### src/rtl/register_scoreboard.sv
// Per-register in-flight write counters for the register stage.
// Stalls issue on RAW hazards, destination counter saturation or downstream backpressure.
module register_scoreboard #(
    parameter int NUM_REGS   = 8,
    parameter int REG_IDX_W  = 3,
    parameter int NUM_SRC    = 4,
    parameter int NUM_WB     = 2,
    parameter int CNT_W      = 2,
    parameter int BYTE_ALIAS = 1
) (
    input  logic                           clk,
    input  logic                           reset,
    input  logic                           issue_valid,
    input  logic [NUM_SRC-1:0]             src_valid,
    input  logic [NUM_SRC*REG_IDX_W-1:0]   src_reg,
    input  logic [NUM_SRC*2-1:0]           src_size,
    input  logic                           dst_valid,
    input  logic [REG_IDX_W-1:0]           dst_reg,
    input  logic [1:0]                     dst_size,
    input  logic                           next_stage_ready,
    input  logic [NUM_WB-1:0]              wb_enable,
    input  logic [NUM_WB*REG_IDX_W-1:0]    wb_reg,
    input  logic [NUM_WB*2-1:0]            wb_size,
    input  logic                           flush,
    output logic                           is_stall,
    output logic                           issue_fire,
    output logic [NUM_REGS-1:0]            pending_vec,
    output logic                           wb_underflow
);

    localparam int CNT_MAX = (1 << CNT_W) - 1;

    logic [CNT_W-1:0]     cnt      [NUM_REGS];
    logic [CNT_W-1:0]     cnt_next [NUM_REGS];
    logic [REG_IDX_W-1:0] src_phys [NUM_SRC];
    logic [REG_IDX_W-1:0] wb_phys  [NUM_WB];
    logic [REG_IDX_W-1:0] dst_phys;
    logic                 hazard;
    logic                 sat;
    logic                 underflow_any;

    // 8-bit high-byte names (AH/CH/DH/BH) live in the low four registers.
    function automatic logic [REG_IDX_W-1:0] map_idx(input logic [REG_IDX_W-1:0] idx,
                                                     input logic [1:0]           size);
        if (BYTE_ALIAS != 0 && size == 2'd0 && 32'(idx) >= 32'd4)
            return REG_IDX_W'(32'(idx) - 32'd4);
        return idx;
    endfunction

    always_comb begin
        hazard = 1'b0;
        for (int i = 0; i < NUM_SRC; i++) begin
            src_phys[i] = map_idx(src_reg[i*REG_IDX_W +: REG_IDX_W], src_size[i*2 +: 2]);
            if (src_valid[i] && cnt[src_phys[i]] != '0)
                hazard = 1'b1;
        end
    end

    always_comb begin
        for (int p = 0; p < NUM_WB; p++)
            wb_phys[p] = map_idx(wb_reg[p*REG_IDX_W +: REG_IDX_W], wb_size[p*2 +: 2]);
    end

    assign dst_phys   = map_idx(dst_reg, dst_size);
    assign sat        = issue_valid & dst_valid & (cnt[dst_phys] == CNT_W'(CNT_MAX));
    assign is_stall   = issue_valid & (hazard | sat | ~next_stage_ready);
    assign issue_fire = issue_valid & ~is_stall;

    // Two guard bits: the sign bit catches underflow; the other absorbs a
    // (saturation-blocked) increment past the maximum.
    always_comb begin
        logic [CNT_W+1:0] sum;
        underflow_any = 1'b0;
        for (int r = 0; r < NUM_REGS; r++) begin
            sum = {2'b00, cnt[r]};
            if (issue_fire && dst_valid && dst_phys == REG_IDX_W'(r))
                sum = sum + (CNT_W+2)'(1);
            for (int p = 0; p < NUM_WB; p++) begin
                if (wb_enable[p] && wb_phys[p] == REG_IDX_W'(r))
                    sum = sum - (CNT_W+2)'(1);
            end
            if (sum[CNT_W+1]) begin
                cnt_next[r]   = '0;
                underflow_any = 1'b1;
            end else if (sum[CNT_W]) begin
                cnt_next[r]   = CNT_W'(CNT_MAX);
            end else begin
                cnt_next[r]   = sum[CNT_W-1:0];
            end
        end
    end

    always_ff @(posedge clk or posedge reset) begin
        if (reset) begin
            for (int r = 0; r < NUM_REGS; r++)
                cnt[r] <= '0;
            wb_underflow <= 1'b0;
        end else if (flush) begin
            for (int r = 0; r < NUM_REGS; r++)
                cnt[r] <= '0;
            wb_underflow <= 1'b0;
        end else begin
            for (int r = 0; r < NUM_REGS; r++)
                cnt[r] <= cnt_next[r];
            if (underflow_any)
                wb_underflow <= 1'b1;
        end
    end

    always_comb begin
        for (int r = 0; r < NUM_REGS; r++)
            pending_vec[r] = (cnt[r] != '0);
    end

endmodule

### config.mk
export PLATFORM = sky130hd
export DESIGN_NAME = register_scoreboard
export DESIGN_NICKNAME = d
export VERILOG_FILES = /design/src/rtl/register_scoreboard.sv
export SDC_FILE = /design/constraint.sdc
export NUM_CORES = 1
export LEC_CHECK = 0
export ABC_CLOCK_PERIOD_IN_PS = 3900
export CORE_ASPECT_RATIO = 1.4
export CORE_MARGIN = 1.5
export CORE_UTILIZATION = 40
export CTS_CLUSTER_SIZE = 10
export DETAILED_ROUTE_END_ITERATION = 12
export GPL_TIMING_DRIVEN = 0
export MAX_ROUTING_LAYER = met4
export PLACE_DENSITY = 0.7
export SLEW_MARGIN = 20
export SYNTH_ARGS = -nofsm -noshare
export SYNTH_HDL_FRONTEND = slang
export SYNTH_SLANG_ARGS = --single-unit
### constraint.sdc
create_clock -name clk -period 3.9 [get_ports clk]
set_clock_uncertainty 0.1 [all_clocks]
set_input_delay 0.78 -clock clk [delete_from_list [all_inputs] [get_ports clk]]
set_output_delay 0.78 -clock clk [all_outputs]
set_load 0.01 [all_outputs]
# Word level (Yosys, flattened, before mapping)
# Index checks and enable logic that the tools add are counted.
dict set report totals {
  reg_bits 17
  input_bits 47
  out_inout_bits 11
  word_cells 237
}
dict set report classes {
  addsub 31
  magnitude_cmp 12
  eq_ne 22
  mux 91
  n_bitwise 13
  reduce_logical 59
}
# cell n
set ops {}
lappend ops {{$mux 3} 22}
lappend ops {{$mux 4} 16}
lappend ops {{$sub 4x1->4 const B} 16}
lappend ops {{$mux 2} 26}
lappend ops {{$eq 3x3->1 const B} 12}
lappend ops {{$logic_and 1x1->1} 36}
lappend ops {{$bmux 2 s3} 5}
lappend ops {{$reduce_bool 2->1} 13}
lappend ops {{$add 2x1->3 const B} 8}
lappend ops {{$ge 3x3->1 const B} 7}
lappend ops {{$mux 1} 21}
lappend ops {{$sub 3x3->3 const B} 7}
lappend ops {{$ge 4x4->1 const B} 5}
lappend ops {{$not 3->4} 5}
lappend ops {{$eq 3x2->1 const B} 6}
lappend ops {{$mux 16} 1}
lappend ops {{$logic_not 2->1} 7}
lappend ops {{$eq 3x1->1 const B} 3}
lappend ops {{$logic_not 3->1} 3}
lappend ops {{$and 1x1->1} 4}
lappend ops {{$eq 2x2->1 const B} 1}
lappend ops {{$not 1->1} 2}
lappend ops {{$or 1x1->1} 2}

# Logic depth before layout (Yosys ltp)
# Gate-level depths: netlist of run 1.
dict set report logic_depth {
  word_depth 36
  depth_mapped 17
  mapped_depth_nobuf 15
}

# Worst setup path before layout of run 1
# OpenSTA, ideal clock, no wires.
dict set report synth_timing {
  path_kind {input-to-reg}
  start {input port src_reg[3]}
  end {register cnt[4] (netlist bit)}
  setup_time_ns 0.140
  arrival_ns 3.860
  t_required_ns 3.660
  slack_ns -0.199
  stages 15
  n_path_buf 1
  path_cell_list {or4b_1 > o2111ai_1 > o22ai_1 > or3b_1 > buf_6 > nor3_4 > mux2i_1 > ha_1 > and2_1 > or2_1 > ha_1 > nand2_1 > xor2_1 > xor2_1 > a211oi_1}
}
dict set report synth_via {
  elab_chain_cells 28
  word_cells_on_any_way 30
  cone_classes {add/sub (3); order compare (1); mux (15); bitwise (6); reduce/logical (5)}
}
# element line
set synth_lines {}
lappend synth_lines {{from (decl)} 15} ;# input logic [NUM_SRC*REG_IDX_W-1:0] src_reg,
lappend synth_lines {{$ge 3x3->1} 45} ;# if (BYTE_ALIAS != 0 && size == 2'd0 && 32'(idx) >= 32'd4)
lappend synth_lines {{$logic_and 1x1->1} 45}
lappend synth_lines {{$mux 1} 45}
lappend synth_lines {{$mux 3 *} 47} ;# return idx;
lappend synth_lines {{$not 3->4 (not written as such) *} 54} ;# if (src_valid[i] && cnt[src_phys[i]] != '0)
lappend synth_lines {{$bmux 2 s3 *} 54}
lappend synth_lines {{$mux 2 (not written as such) * (2 in series)} 54}
lappend synth_lines {{$reduce_bool 2->1 *} 54}
lappend synth_lines {{[... 11 more ...]} -}
lappend synth_lines {{$mux 3 *} 76} ;# if (issue_fire && dst_valid && dst_phys == REG_IDX_W'(r))
lappend synth_lines {{$sub 4x1->4} 80} ;# sum = sum - (CNT_W+2)'(1);
lappend synth_lines {{$mux 4 *} 79} ;# if (wb_enable[p] && wb_phys[p] == REG_IDX_W'(r))
lappend synth_lines {{$sub 4x1->4} 80}
lappend synth_lines {{$mux 4 *} 79}
lappend synth_lines {{$mux 2} 85} ;# end else if (sum[CNT_W]) begin
lappend synth_lines {{$mux 2 *} 82} ;# if (sum[CNT_W+1]) begin
lappend synth_lines {{$mux 16 *} 98} ;# end else if (flush) begin
lappend synth_lines {{to (signal, indexed assignment)} 104} ;# cnt[r] <= cnt_next[r];
lappend synth_lines {{to (decl)} 33} ;# logic [CNT_W-1:0] cnt [NUM_REGS];
# Mark *: on every way between the ends. The rest lies on a longest branch, timed or not. The select of a mux whose other input is x is not followed.
# A chain may end at the register's enable or synchronous reset.

# Worst setup path after layout of run 1
dict set report layout_timing {
  start {input port src_reg[3]}
  end {register wb_underflow}
}
dict set report layout_via {
  elab_chain_cells 34
  word_cells_on_any_way 78
  cone_classes {add/sub (17); order compare (1); mux (41); bitwise (6); reduce/logical (13)}
}
# element line
set layout_lines {}
lappend layout_lines {{$ge 3x3->1} 45}
lappend layout_lines {{$logic_and 1x1->1} 45}
lappend layout_lines {{$mux 1} 45}
lappend layout_lines {{$mux 3 *} 47}
lappend layout_lines {{$not 3->4 (not written as such) *} 54}
lappend layout_lines {{$bmux 2 s3 *} 54}
lappend layout_lines {{$mux 2 (not written as such) * (2 in series)} 54}
lappend layout_lines {{$reduce_bool 2->1 *} 54}
lappend layout_lines {{[... 11 more ...]} -}
lappend layout_lines {{$mux 3} 76}
lappend layout_lines {{$sub 4x1->4} 80}
lappend layout_lines {{$mux 4} 79}
lappend layout_lines {{$sub 4x1->4} 80}
lappend layout_lines {{$mux 4} 79}
lappend layout_lines {{$mux 1 (7 in series)} 82}
lappend layout_lines {{$mux 1 *} 82}
lappend layout_lines {{$reduce_bool 2->1 (no source line) *} -}
lappend layout_lines {{to (signal assigned)} 97} ;# wb_underflow <= 1'b0;
lappend layout_lines {{to (signal assigned)} 101} ;# wb_underflow <= 1'b0;
lappend layout_lines {{to (signal assigned)} 106} ;# wb_underflow <= 1'b1;
lappend layout_lines {{to (decl)} 28} ;# output logic wb_underflow
# Marks and branches as above.

==> reports/results.ini, run 1 <==
[outcome]
status=finished, violations left
violations=setup timing

[synth]
synth_top_area_cell=dfrtp_1
yosysUniqueCellTypes=60
synthTopCellsByCount=inv_1 (41), nand2_1 (39), ha_1 (32)
yosysMostFrequentCell=inv_1
yosysSeqAreaShare_pct=13.07
syn-cell-area_sq_um=3254
synth_edf_count=0
synth_fp_nets=499
ys_top_cells_by_area=dfrtp_1 (13%), ha_1 (12%), xnor2_1 (7.0%)
yosysTopAreaCellShare_pct=13.07
syn_inst=420
ys_dominant_reg_cell=dfrtp_1
yosysWarnings=0
ys_seq_elements=17
synth_area_per_cell_sq_um=7.749
ys_async_sr_fraction_pct=100.0

[placed_design]
dp_slack_ns=-1.311
gp_congestion=0.9083
dp_hpwl_mm=7.515
numPortBuffers=56
placed_cells=576

[floorplan]
pin_count=58
rows=38
chipWidth_microns=79.23
die_h_microns=109.7
fp.dieArea_sq_um=8694
coreArea_sq_um=7797
initial_core_util_pct=41.74

[min_path]
hold_path_class=flop to flop

[routing]
wirelength_mm=11.25
num_vias=3720
vias_per_cell=5.905
drtIter0Drc=247
ant_nets=0
wl_per_cell_microns=17.86
drc_errors=0
dr.pass1.iters=5

[sta]
max_slew.worst_pin.slew_ns=1.113
layout_setup_ws_ns=-0.2500
relSlewSlack_pct=25.23
finalSetupTns_ns=-1.655
fin_crit_ns=4.150
drv_slew=0
setup_viol=13
post-route-period-util_pct=106.4
clock.fmax_ghz=0.2410
hold_violations=0
whs_ns=0.7126
rsz0062_at_grt=true

[cts]
clock_sinks=17
insertion_delay_ns=0.26
root_buffer=clkbuf_8
cts_made_buffers=3
postCtsHoldBufs=0
cts_tree=yes
ctsLongestPathBuffers=2
path_clk_slew_ns=0.07
htree_levels=1

[global_route]
overflow=0
grt_use_total_pct=24.14
antenna_found_initial=0
grt_max_degree=18
grt_pass1_wl_mm=16.12
first_global_vias=3535

[setup_path]
worstSetupPathType=primary input to flop
slowest_stage=or4b_1
crit_path_start_kind=primary input
cp_max_fo=5
critPathArrivalTime_ns=4.22
required_ns=3.97
end_kind=flop
crit_chain=buf_8 > or4b_4 > o2111ai_4 > o22ai_2 > or3b_4 > buf_12 > buf_4 > nor3_4 > mux2i_2 > ha_1 > nand2_1 > xnor2_2 > or4b_1 > and4b_1 > a31oi_1
slowest_delay_ns=0.51

[final_layout]
fill_cells=633
seqCellArea_sq_um=426.7
synthToLayoutAreaGrowth_pct=53.94
nNetsFinal=610
multi_input_area_sq_um=3218
antenna_cells=0
final_cells=630
drive_gt1_share_pct=33.96

[pwr]
power_frac_comb_pct=67.7
p_sw_share_pct=42.69
switchingPower_mw=0.4989
p_seq_share_pct=20.5
clkPwrFrac_pct=11.8
power_density_nw_per_um2=233.3
power_leakage_nw=2.094
p_int_mw=0.6699
peakVddDrop_v=0.0001239

[run]
maxCapViolations=0

-- cell families after synthesis --
group                    after synthesis  share of synthesized area (%)
AND/OR/NAND/NOR                      190                          33.14
buffers and inverters                 50                          6.382
adder cells (fa/ha/maj)               32                          12.30
XOR/XNOR                              42                          11.30
multiplexers                          31                          11.26
flip-flops                            17                          13.07
AO/OA/AOI/OAI                         58                          12.53
-- metrics by stage --
stage | cell area, sq um | utilization [%] | power [mW]
after detailed placement | 3995 | 51.24 | 0.8016
after global routing | 5010 | 64.25 | 1.242
after global placement | 3990 | 51.17 | 0.7847
after CTS | 4643 | 59.55 | 1.076
after floorplan | 3304 | - | 0.6071
final | 5010 | 64.25 | 1.169
-- metal layers --
metal  share of wire [%]  routed length [microns]  up-vias  GRT usage, %
li1                    -                        -     1749             -
met1                  37                     4161     1748         26.81
met2                  52                     5826      181         42.67
met3                 6.2                      696       42         2.656
met4                 5.0                      567        0         11.90
met5                   0                        0        -             -
-- sequential cells by signal, summed over array words and instances (netlist names) --
signal / flops
cnt: 16
wb_underflow: 1
-- layout make-up --
cell class / instances / area share (%)
Buffer: 5 / 0.7493
Multi-Input combinational cell: 353 / 64.24
Timing Repair Buffer: 110 / 20.03
Inverter: 41 / 3.072
Clock buffer: 4 / 0.8991
Sequential cell: 17 / 8.516
Tap cell: 100 / 2.498
-- final timing paths --
kind / from / to / slack (ns) / cells past startpoint
max in group asynchronous: reset / cnt[8] / 2.35 / 2
worst max register to register: cnt[10] / wb_underflow / -0.21 / 15
worst min-delay path: wb_underflow / wb_underflow / 0.71 / 3
worst min register to register: wb_underflow / wb_underflow / 0.71 / 3
min in group asynchronous: reset / cnt[14] / 0.84 / 2
worst max-delay path: src_reg[3] / wb_underflow / -0.25 / 15
-- cell usage in the layout, fill, tap and decap left out, types with 13 or more instances in the layout --
| cell type | n |
|---|---|
| buf_4 | 50 |
| inv_1 | 41 |
| nand2_1 | 33 |
| clkdlybuf4s50_1 | 33 |
| nor2_1 | 27 |
| nor3_1 | 25 |
| ha_1 | 21 |
| dfrtp_1 | 16 |
| xnor2_1 | 15 |
| nand3_1 | 14 |
| xor2_1 | 13 |
-- repair_timing --
item                                    in CTS  in global routing
setup buffers                               40                 16
pin swaps                                   47                 49
endpoints found under the setup margin      19                 19
resized for setup                          113                 62
-- power groups by stage --
stage / registers (mW) / logic, mW / clock network [mW]
global placement: 0.230 / 0.555 / 0
global route: 0.243 / 0.852 / 0.148
finish: 0.240 / 0.791 / 0.137
CTS: 0.233 / 0.704 / 0.138
detailed placement: 0.230 / 0.571 / 0
floorplan: 0.221 / 0.386 / 0
-- worst max-delay path, delay by kind of cell --
| family | cells | cell delay [ns] |
|---|---|---|
| simple gates | 6 | 1.98 |
| mux | 1 | 0.31 |
| xor+xnor | 1 | 0.18 |
| fa+ha+maj | 1 | 0.20 |
| compound gates | 3 | 0.36 |
| buf+inv | 3 | 0.39 |
No activity file was read; power rests on OpenSTA's default activity.
==> inputs of run 2 (changes only) <==
TNS_END_PERCENT = 1   (was not set)
==> run 2 against run 1 <==
The flow still finishes with violations (setup timing). Critical endpoint is now cnt[4]. Non-clock buffer count decreased by 26. Worst hold slack got worse by 0.036 ns. Highest routed layer unchanged. Critical path depth increased by 1. Core utilization decreased by 5.6 points. Largest cell class unchanged. Maximum frequency increased by 3.2%. First-iteration DRC count decreased by 15%. Clock power about the same. Sequential power about the same.
==> reports/results.ini, run 2 (synthesized netlist as in run 1, its figures left out) <==
[pwr]
power_leakage_nw=1.843
power_density_nw_per_um2=225.0
power.total_mw=1.028
peakVddDrop_v=0.0001151

[placed_design]
dp_hpwl_mm=7.351
gp_congestion=0.8952
numPortBuffers=56

[min_path]
hold_path_class=flop to flop

[global_route]
overflow=0
grt_use_total_pct=22.83
first_global_vias=3272
antenna_found_initial=0
grt_max_degree=18
grt_pass1_wl_mm=15.31

[outcome]
status=finished, violations left
violations=setup timing

[cts]
root_buffer=clkbuf_8
insertion_delay_ns=0.26
clock_sinks=17
postCtsHoldBufs=0
path_clk_slew_ns=0.07
ctsLongestPathBuffers=2
cts_made_buffers=3
htree_levels=1
cts_tree=yes

[setup_path]
crit_chain=buf_2 > buf_8 > nand3_4 > o31ai_4 > or4_4 > or3_4 > nor3_4 > mux2i_2 > ha_1 > and2_4 > or2_4 > ha_4 > nand2_2 > xor2_1 > xor2_1 > a211oi_1
critPathArrivalTime_ns=4.04
crit_top_cell=xor2_1
worstSetupPathType=primary input to flop
slowest_stage=or4_4
slowest_delay_ns=0.42
crit_path_start_kind=primary input
cp_max_fo=4
required_ns=3.92
cp_top_family=simple AND/OR/NAND/NOR gates
end_kind=flop
path_buf_inv=2

[sta]
setup_viol=11
post-route-period-util_pct=103.1
relSlewSlack_pct=29.66
finalSetupTns_ns=-0.7304
rsz0062_at_grt=true
whs_ns=0.6769
max_slew.worst_pin.slew_ns=1.047
fin_crit_ns=4.020
clock.fmax_ghz=0.2487
hold_violations=0
layout_setup_ws_ns=-0.1202
drv_slew=0

[routing]
vias_per_cell=5.770
dr.pass1.iters=4
wirelength_mm=9.847
ant_nets=0
drc_errors=0
num_vias=3485
wl_per_cell_microns=16.30
drtIter0Drc=211

[floorplan]
fp.dieArea_sq_um=8694
chipWidth_microns=79.23
pin_count=58
die_h_microns=109.7
initial_core_util_pct=41.74
coreArea_sq_um=7797
rows=38

[final_layout]
seqCellArea_sq_um=426.7
layout_common_cells=inv_1 (41), nand2_1 (36), clkdlybuf4s50_1 (33)
regMostFlops=cnt
fill_cells=717
layout_commonest_cell=inv_1
drive_gt1_share_pct=25.99
synthToLayoutAreaGrowth_pct=40.41
final_util_pct=58.60
reg.largest.list=cnt x16, wb_underflow x1
antenna_cells=0
largest_reg_flops=16
nNetsFinal=584
multi_input_area_sq_um=3020

[run]
maxCapViolations=0

-- run 2: cell types whose count changed in the layout (fill, tap and decap cells not counted), sizes merged --
| cell | before | now |
|---|---|---|
| buf | 61 | 37 |
| clkdlybuf4s15 | 4 | 0 |
| dlygate4sd2 | 5 | 10 |
| dlymetal6s2s | 8 | 5 |
-- run 2: stage by stage --
stage / instance area (sq um) / instances / worst slack, ns
CTS: 4342 / 595 / -0.2627
finish: 4569 / 604 / -0.1202
detailed placement: 3953 / 576 / -1.338
floorplan: 3262 / 420 / -0.1549
global route: 4569 / 604 / -0.2403
global placement: 3948 / 576 / -1.313
-- run 2: timing repair --
| item | in CTS | in global routing |
|---|---|---|
| gates resized for setup | 99 | 46 |
| endpoints found under the setup margin | 19 | 18 |
| setup buffers | 17 | 11 |
| pin swaps | 43 | 28 |
-- run 2: final cells by class --
class,count,share of cell area (%)
buffer,5,0.8489
clock buffer,4,0.9858
inverter,41,3.368
multi-input combinational,353,66.10
sequential,17,9.337
tap,100,2.738
timing repair buffer,84,16.62
-- run 2: tightest hold or removal path, stage by stage, from the launching register on --
cell and delay, ns:
dfrtp_1 0.41, inv_1 0.06, and4b_1 0.19, a31oi_1 0.08
-- run 2: final timing paths --
check                             startpoint      endpoint  slack (ns)  cells after the start
worst max-delay path              dst_reg[1]        cnt[4]       -0.12                     16
worst max register to register       cnt[10]  wb_underflow       -0.05                     17
min in group asynchronous              reset        cnt[2]        0.85                      2
worst min-delay path            wb_underflow  wb_underflow        0.68                      3
worst min register to register  wb_underflow  wb_underflow        0.68                      3
max in group asynchronous              reset        cnt[8]        2.35                      2
-- run 2: layer usage --
layer | track usage (%) | up-vias | part of all wire (%)
met3 | 1.909 | 22 | 4.5
met1 | 25.33 | 1661 | 40
met5 | - | - | 0
met4 | 8.020 | 0 | 2.6
li1 | - | 1696 | -
met2 | 42.43 | 106 | 53
-- run 2: power by group --
| group | leakage, nW | internal (mW) | switching [mW] |
|---|---|---|---|
| sequential | 0.227 | 0.196 | 0.0437 |
| clock | 0.0228 | 0.0726 | 0.0636 |
| combinational | 1.59 | 0.316 | 0.336 |
| total | 1.84 | 0.585 | 0.443 |
==> inputs of run 3 (changes only) <==
DONT_BUFFER_PORTS = 1   (was not set)
PLACE_DENSITY = 0.6   (was 0.7)
SLEW_MARGIN = not set   (was 20)
==> run 3 against run 2 <==
The flow still finishes with violations (setup timing). Sequential share of layout area is 1.5 points higher. Global-route usage is 0.18 points higher. Critical path depth is 3 lower. Core utilization is 7.3 points lower. Count of clock-buffer cells in the layout stayed put. Design area is 13% lower. Setup slack better by 0.053 ns. Flip-flop and latch count stayed put. Largest power group unchanged.
==> reports/results.ini, run 3 (synthesized netlist as in run 1, its figures left out) <==
[setup_path]
cp_top_family=simple AND/OR/NAND/NOR gates
end_kind=flop
crit_path_start_kind=flop
worstSetupPathType=flop to flop
worstSetupPathDepth=13
required_ns=3.97
crit_chain=or2_2 > o2111ai_2 > o22ai_2 > or3b_4 > buf_4 > nor3_4 > mux2i_1 > ha_1 > nand2_1 > xnor2_2 > or4b_4 > and4b_1 > a31oi_1
slowest_stage=or4b_4
worstRegToRegCells=13
cp_max_fo=11
slowest_delay_ns=0.52
critPathArrivalTime_ns=4.04
path_buf_inv=1

[sta]
max_slew.worst_pin.slew_ns=1.310
relSlewSlack_pct=12.00
hold_violations=0
clock.fmax_ghz=0.2521
post-route-period-util_pct=101.7
whs_ns=0.4121
fin_crit_ns=3.967
finalSetupTns_ns=-0.1050
drv_slew=0
rsz0062_at_grt=true
setup_viol=4
layout_setup_ws_ns=-0.06726

[floorplan]
initial_core_util_pct=41.74
die_h_microns=109.7
rows=38
fp.dieArea_sq_um=8694
pin_count=58
chipWidth_microns=79.23
coreArea_sq_um=7797

[routing]
num_vias=3261
wl_per_cell_microns=17.75
wirelength_mm=9.818
ant_nets=0
drtIter0Drc=105
dr.pass1.iters=4
vias_per_cell=5.897
drc_errors=0

[cts]
htree_levels=1
postCtsHoldBufs=0
cts_made_buffers=3
cts_tree=yes
root_buffer=clkbuf_8
path_clk_slew_ns=0.07
insertion_delay_ns=0.26
ctsLongestPathBuffers=2
clock_sinks=17

[outcome]
status=finished, violations left
violations=setup timing

[global_route]
antenna_found_initial=0
grt_max_degree=18
grt_use_total_pct=23.01
first_global_vias=3148
overflow=0
grt_pass1_wl_mm=15.21

[final_layout]
layout_common_cells=inv_1 (41), nand2_1 (37), buf_4 (33)
drive_gt1_share_pct=27.81
regMostFlops=cnt
nNetsFinal=533
layout_commonest_cell=inv_1
synthToLayoutAreaGrowth_pct=22.80
largest_reg_flops=16
reg.largest.list=cnt x16, wb_underflow x1
antenna_cells=0
fill_cells=764

[min_path]
hold_path_class=primary input to asynchronous set/reset pin

[placed_design]
dp_hpwl_mm=7.320
numPortBuffers=0
gp_congestion=0.8749

[pwr]
power_leakage_nw=1.570
power.total_mw=0.9623
peakVddDrop_v=0.0001257
power_density_nw_per_um2=240.8

[run]
maxCapViolations=0

[run 3: stage by stage]
stage,instances,instance area [sq um],util [%],setup slack (ns)
after floorplan,420,3262,-,-0.1549
after global placement,520,3387,43.44,-0.7334
after detailed placement,520,3387,43.44,-0.7973
after CTS,541,3674,47.11,-0.1470
after global routing,553,3996,51.25,-0.1945
final,553,3996,51.25,-0.06726
[run 3: cell type report]
| cell class | instances | area (sq um) | area share, % |
|---|---|---|---|
| multi-input combinational | 353 | 2952 | 73.86 |
| sequential | 17 | 431.7 | 10.80 |
| timing repair buffer | 33 | 255.2 | 6.387 |
| inverter | 41 | 153.9 | 3.851 |
| tap | 100 | 125.1 | 3.131 |
| clock buffer | 4 | 45.04 | 1.127 |
| buffer | 5 | 33.78 | 0.8453 |
[run 3: path summary, 6_finish.rpt]
check | endpoint | slack (ns) | from
max | wb_underflow | -0.07 | cnt[8]
min | cnt[14] | 0.41 | reset
max reg2reg | wb_underflow | -0.07 | cnt[8]
min reg2reg | wb_underflow | 0.72 | wb_underflow
max in group asynchronous | cnt[13] | 2.79 | reset
min in group clk | cnt[13] | 0.47 | flush
[run 3: repair_timing]
| item | in CTS | in global routing |
|---|---|---|
| endpoints found under the hold margin | 0 | 0 |
| resized for setup | 29 | 60 |
| buffers inserted | 18 | 15 |
| endpoints found under the setup margin | 17 | 17 |
| pin swaps | 18 | 42 |
[run 3: routing by layer]
layer / up-vias / share of wire [%] / track usage (%)
met5: - / 0 / -
met4: 0 / 3.2 / 9.900
met1: 1558 / 41 / 26.08
met2: 87 / 51 / 41.09
li1: 1597 / - / -
met3: 19 / 4.2 / 2.075
[run 3: report_power, final]
| part | internal [mW] | switching (mW) |
|---|---|---|
| registers | 0.197 | 0.0429 |
| clock network | 0.0728 | 0.0687 |
| logic | 0.266 | 0.315 |
